<file path="config.mk">
export PLATFORM = sky130hd
export DESIGN_NAME = svfile_responder
export DESIGN_NICKNAME = d
export VERILOG_FILES = /design/src/rtl/svfile_responder.sv
export SDC_FILE = /design/constraint.sdc
export NUM_CORES = 2
export LEC_CHECK = 0
export ABC_AREA = 1
export BUFFER_PORTS_ARGS = -buffer_cell sky130_fd_sc_hd__buf_2
export CAP_MARGIN = 20
export CORE_UTILIZATION = 56
export DETAILED_ROUTE_END_ITERATION = 8
export MAX_ROUTING_LAYER = met4
export PLACE_DENSITY = 0.79
export SLEW_MARGIN = 20
export SYNTH_ARGS = -nofsm -noshare
export SYNTH_HDL_FRONTEND = slang
export SYNTH_SLANG_ARGS = --single-unit
</file>
<file path="constraint.sdc">
create_clock -name clk -period 3.47 [get_ports clk]
set_input_delay 0.347 -clock clk [delete_from_list [all_inputs] [get_ports clk]]
set_output_delay 0.347 -clock clk [all_outputs]
set_load 0.005 [all_outputs]
</file>
<file path="src/rtl/svfile_responder.sv">
// svfile_responder: register-bank target that acknowledges one request at a time after WAIT_CYCLES wait states.
// Optional error reporting on the err port is enabled by defining SVFILE_RESP_ERR_EN.
module svfile_responder #(
   parameter int PARAM       = 8,
   parameter int DEPTH       = 16,
   parameter int WAIT_CYCLES = 2,
   localparam int TW         = $clog2(PARAM)
) (
   input  logic          clk,
   input  logic          reset,
   input  logic [31:0]   addr,
   input  logic [TW-1:0] valid,
   input  logic [63:0]   data,
   input  logic          wen,
   input  logic          ren,
   output logic          ready,
   output logic [63:0]   rdata,
   output logic [TW-1:0] rtag
`ifdef SVFILE_RESP_ERR_EN
   ,
   output logic          err
`endif
);
   localparam int IW = $clog2(DEPTH);
   localparam logic [7:0] WLOAD = WAIT_CYCLES > 0 ? 8'(WAIT_CYCLES - 1) : 8'd0;

   typedef enum logic [1:0] {S_IDLE, S_WAIT, S_ACK} state_t;

   state_t          state_q, state_d;
   logic [7:0]      cnt_q, cnt_d;
   logic [IW-1:0]   idx_q, idx_d;
   logic            oor_q, oor_d;
   logic [TW-1:0]   tag_q, tag_d;
   logic [63:0]     wdat_q, wdat_d;
   logic            wen_q, wen_d;
   logic            ren_q, ren_d;
   logic            ready_q, ready_d;
   logic [63:0]     rdata_q, rdata_d;
   logic [TW-1:0]   rtag_q, rtag_d;
   logic            accept, ack_d, rd_ok, we;
   logic [63:0]     bank_q [DEPTH];
`ifdef SVFILE_RESP_ERR_EN
   logic            err_q, err_d;
`endif

   // Next state, request capture, and output values computed from the request as it will stand in ACK.
   always_comb begin
      state_d = state_q;
      cnt_d   = cnt_q;
      idx_d   = idx_q;
      oor_d   = oor_q;
      tag_d   = tag_q;
      wdat_d  = wdat_q;
      wen_d   = wen_q;
      ren_d   = ren_q;
      accept  = state_q == S_IDLE && valid != '0 && (wen || ren);
      if (accept) begin
         idx_d   = addr[3 +: IW];
         oor_d   = addr[31:3] >= 29'(DEPTH);
         tag_d   = valid;
         wdat_d  = data;
         wen_d   = wen;
         ren_d   = ren;
         state_d = WAIT_CYCLES > 0 ? S_WAIT : S_ACK;
         cnt_d   = WLOAD;
      end else if (state_q == S_WAIT) begin
         state_d = cnt_q == 8'd0 ? S_ACK : S_WAIT;
         cnt_d   = cnt_q == 8'd0 ? 8'd0 : cnt_q - 8'd1;
      end else if (state_q == S_ACK) begin
         state_d = S_IDLE;
      end
      ack_d   = state_d == S_ACK;
      rd_ok   = ren_d && !wen_d && !oor_d;
      ready_d = ack_d;
      rdata_d = ack_d && rd_ok ? bank_q[idx_d] : '0;
      rtag_d  = ack_d ? tag_d : '0;
      we      = state_q == S_ACK && wen_q && !ren_q && !oor_q;
`ifdef SVFILE_RESP_ERR_EN
      err_d   = ack_d && (oor_d || (wen_d && ren_d));
`endif
   end

   // State, captured request and registered outputs.
   always_ff @(posedge clk) begin
      if (!reset) begin
         state_q <= S_IDLE;
         cnt_q   <= '0;
         idx_q   <= '0;
         oor_q   <= 1'b0;
         tag_q   <= '0;
         wdat_q  <= '0;
         wen_q   <= 1'b0;
         ren_q   <= 1'b0;
         ready_q <= 1'b0;
         rdata_q <= '0;
         rtag_q  <= '0;
`ifdef SVFILE_RESP_ERR_EN
         err_q   <= 1'b0;
`endif
      end else begin
         state_q <= state_d;
         cnt_q   <= cnt_d;
         idx_q   <= idx_d;
         oor_q   <= oor_d;
         tag_q   <= tag_d;
         wdat_q  <= wdat_d;
         wen_q   <= wen_d;
         ren_q   <= ren_d;
         ready_q <= ready_d;
         rdata_q <= rdata_d;
         rtag_q  <= rtag_d;
`ifdef SVFILE_RESP_ERR_EN
         err_q   <= err_d;
`endif
      end
   end

   // Register bank: cleared on reset, written on the edge that ends ACK.
   always_ff @(posedge clk) begin
      if (!reset) begin
         for (int i = 0; i < DEPTH; i++) bank_q[i] <= '0;
      end else if (we) begin
         bank_q[idx_q] <= wdat_q;
      end
   end

   assign ready = ready_q;
   assign rdata = rdata_q;
   assign rtag  = rtag_q;
`ifdef SVFILE_RESP_ERR_EN
   assign err   = err_q;
`endif
endmodule

</file>
# Word level (Yosys, flattened, before mapping)
# Memories as Yosys holds them, arrays and structs flattened. A register that Yosys moved wholly into a read port is not among the register bits.
# Cells that the tools add are included.
# classes
addsub,1
n_lt_le_gt_ge,1
n_eq_ne,3
n_mux,19
bitwise,1
n_reduce_logical,22
# op_table
operator,n
$mux W64,1
$reduce_or A64 Y1,1
$ge A29 B5 Y1 const B,1
$mux W1,10
$logic_and A1 B1 Y1,8
$logic_not A8 Y1,1
$mux W2,4
$mux W4,2
$mux W8,1
$sub A8 B1 Y8 const B,1
$logic_not A1 Y1,5
$eq A2 B2 Y1 const B,2
$reduce_and A2 Y1,2
$mux W3,1
$reduce_bool A3 Y1,1
$eq A2 B1 Y1 const B,1
$logic_not A2 Y1,1
$reduce_bool A2 Y1,1
$reduce_or A2 Y1,1
$logic_or A1 B1 Y1,1
$not A1 Y1,1
# totals
reg_bits,88
ramBits,1024
out_inout_bits,68
mem_count,1
# mem_list
memory,words,word_bits,read_ports,rd_ports_with_merged_regs,wr,line,rtl
bank_q,16,64,1,1,16,41,logic [63:0] bank_q [DEPTH];

# Depth between registers and ports, before layout
# depth
word_depth,10
mapped_depth,13
depth_no_buf,11

# Worst setup path before layout
# Ideal clock, no wire load.
# synth_timing
path_kind,in2reg
startpoint,input reset
endpoint,"memory bank_q[0][0], enable pin"
setup_ps,424
arrival_time_ps,3003
path_slack_ps,44
path_stages,9
path_buffers,3
cell_sequence,buf_2 > inv_1 > nor4_1 > nand3_1 > nor3_1 > nand2_1 > buf_2 > buf_2 > nand2_1
# synth_rtl
item,line,rtl
"start, declared",10,"input logic reset,"
"end, declared",41,

# Worst setup path in the final report
# layout_timing
startpoint,input valid[0]
endpoint,"register rdata_q[26] (netlist: rdata[26]), read port of bank_q"
# layout_between
elab_chain_cells,10
word_cells_on_any_way,16
classes_between,1 x eq/ne; 5 x mux; 10 x reduce/logical
# layout_lines
item,line,rtl
"start, declared",12,"input logic [TW-1:0] valid,"
$reduce_bool A3 Y1 *,56,accept = state_q == S_IDLE && valid != '0 && (wen || ren);
$logic_and A1 B1 Y1 * (2 in a row),56,
$mux W1,57,if (accept) begin
$logic_not A1 Y1,73,rd_ok = ren_d && !wen_d && !oor_d;
$logic_and A1 B1 Y1 (2 in a row),73,
$logic_and A1 B1 Y1,75,rdata_d = ack_d && rd_ok ? bank_q[idx_d] : '0;
$reduce_and A2 Y1 (no line),n/a,
$logic_not A1 Y1 (no line),n/a,
"end, declared",38,"logic [63:0] rdata_q, rdata_d;"
# Every way passes the cells marked *; elsewhere a longest branch is shown, timed or not.
# A chain may end at the register's enable or synchronous reset.

==> reports/results.ini <==
[timing]
finalSetupTns_ns = 0
rsz0062_at_grt = false
whs_ns = -0.001597
clock.fmax_ghz = 0.3186
slew_violations = 0
slew_headroom_pct = 16.38
setup-violations-final = 0
hold_viol = 1
fin_ws_ns = 0.3308
period_share_pct = 90.47
period_needed_ns = 3.139
worst-slew-pin-transition_ns = 1.254
skew_ns = 0.04407

[grt]
grt_pass1_vias = 41939
grt_pass1_wl_um = 239800
grt-ovfl-total = 0
grtUsageTotal_pct = 33.29
grt_max_degree = 195
antenna_found_initial = 3

[clock_network]
clk_latency_ns = 0.73
cts_max_level = 3
cts_inserted_buffers = 117
cts_resized = 0
clockBufferDepth = 3
clock-sinks = 1176
cts-root-buf = clkbuf_16
cts.reportedPaths.clkPinSlew_ns = 0.06
tritoncts = built

[pwr]
p_leak_nw = 25.68
p_per_area_nw_per_um2 = 599.6
total_power_mw = 36.63
ir_drop_uv = 526.0

[flow_run]
max-cap-violations = 0

[yosys]
synth_fp_nets = 6128
synth_largest_area_cell = edfxtp_1
synthMostInstantiatedCell = nand3_1
synth-edff-count = 1024
synthesis.area_um2 = 54230
ys_ff_latch = 1176
synth_ff_type = edfxtp_1
ys_warn_count = 0
syn_area_per_cell_um2 = 9.002
yosysUniqueCellTypes = 34
synthTopCellsByCount = 1,221 x nand3_1, 1,066 x nor2_1, 1,046 x inv_1
syn_inst = 6024
synthArstFlopShare_pct = 0
synth_top_area_share_pct = 56.70
synth.top_cells.by_area = edfxtp_1 57%, nand3_1 11%, nor2_1 7.4%
ys_seq_area_share_pct = 62.31

[routing]
drt_iter0_drc = 5657
drt-total-wl_um = 160000
antenna_left = 0
avgViaCountPerCell = 5.830
first_pass_iters = 6
drc = 0
vias = 43143
wire_per_inst_um = 21.62

[place]
io_buffers = 167
place_area_um2 = 56540
pre_cts_slack_ns = 0.3793
place_inst = 7114
detailed_place_hpwl_um = 79210
globalplace.congestion = 0.8257

[worst_hold_path]
min_path_cells = 3
hold_end = wdat_q[44]
hp-class = in -> reg
min-delay-start = data[44]

[final_layout]
fill_cells = 7077
drive_gt1_share_pct = 8.317
fin_cells = 7400
final_util_pct = 64.01
fin_area_um2 = 61090
syn2layout_area_growth_pct = 12.65
num-nets-final = 6134

[setup_path]
end_kind = register
rr_endpoint = rdata[22]
cp_data_arrival_time_ns = 3.72
reg2reg_depth = 12
rrSetupSlack_ns = 0.33
worstPathRequired_ns = 4.05
crit_path_start_kind = primary input
max_stage_delay_ns = 0.59
crit_chain = dlygate4sd3_1 > buf_2 > nor2_1 > nand2_1 > nand2_8 > nand2_4 > nand2_4 > buf_12 > nand2_1 > nand3_1 > nand3_1 > nand3_1 > a21oi_1
r2r-start = state_q[0]
cp_slowest_cell = buf_12
crit_type = in -> reg
worst_path_most_repeated_cell = nand3_1
critPathMaxFanout = 194

[floorplanning]
coreArea_um2 = 95440
die-area_um2 = 98090
die_w_um = 313.2
start_util_pct = 56.82
die_y_um = 313.2
io_pins = 171
rows = 113

[run_status]
status = finished, violations left
violations = hold timing

==> cell type report <==
type,instances,area (um^2),area share (%)
Sequential cell,1176,33790,55.32
Multi-Input combinational cell,3282,14590,23.89
Inverter,1114,4188,6.855
Clock buffer,164,3257,5.332
Timing Repair Buffer,339,3042,4.979
Tap cell,1265,1583,2.591
Clock inverter,57,626.9,1.026
Antenna cell,3,7.507,0.01229
==> how the worst max path moves through the flow <==
stage	start	to	slack, ns
final	valid[0]	rdata[26]	0.33
after global routing	valid[0]	rdata[26]	0.23
after CTS	state_q[0]	rdata[59]	0.44
after detailed placement	valid[0]	rdata[59]	0.38
after global placement	wen	rdata[58]	0.44
after floorplan	reset	bank_q[0][0]	0.04
==> repair_timing <==
item	4_1_cts	5_1_grt
setup endpoints to repair	0	0
hold buffers	60	0
setup buffers	0	0
endpoints found under the hold margin	62	0
==> cells in the final DEF, fill, tap and decap left out, drive strengths merged, types with 3 or more instances in the layout <==
cell / count
edfxtp: 1024
nand4: 3
nor2: 1068
clkinvlp: 4
a21oi: 132
o21ai: 70
xor2: 5
clkinv: 104
nand3: 1222
buf: 279
nor3: 9
clkbuf: 164
diode: 3
nand2: 763
mux2i: 3
bufinv: 11
dfxtp: 152
dlygate4sd3: 60
inv: 1052
==> cells by family (layout without fill, tap and decap cells) <==
kind of cell               after synthesis  after routing  share of synthesized area (%)
xor gates and xnor gates                 5              5                        0.08075
buffers and inverters                 1566           1674                          11.40
and+or+nand+nor                       3068           3068                          24.15
DFF                                   1176           1176                          62.31
AOI/OAI and AO/OA                      205            205                          1.970
other                                    0              3                              0
adders and majority gates                1              1                        0.02307
muxes                                    3              3                        0.05538
==> sequential cells by signal (all words and copies together) (netlist names) <==
name	cells
bank_q	1024
cnt_q	8
idx_q	4
oor_q	1
rdata	64
ready	1
ren_q	1
rtag	3
state_q	2
tag_q	3
wdat_q	64
wen_q	1
==> worst max-delay path: cells and delay by family <==
family	cells	cell delay (ns)
AOI/OAI and AO/OA	1	0.09
and+or+nand+nor	9	1.76
buffers and inverters	3	1.26
==> routing by layer <==
layer  wire length, um  global-route usage, %  vias to the layer above
li1                  -                      -                    19184
met4              8505                  17.49                        0
met5                 0                      -                        -
met1             54870                  40.70                    20051
met3             22030                  6.365                      660
met2             74570                  52.66                     3248
==> report_power, final <==
part | internal [mW] | total, mW | switching [mW] | leakage (nW)
sequential | 15.9 | 16.1 | 0.171 | 11.8
clock | 7.37 | 12.8 | 5.45 | 1.90
combinational | 2.12 | 7.74 | 5.63 | 12.0
total | 25.4 | 36.6 | 11.2 | 25.7
No activity file was read; power rests on OpenSTA's default activity.
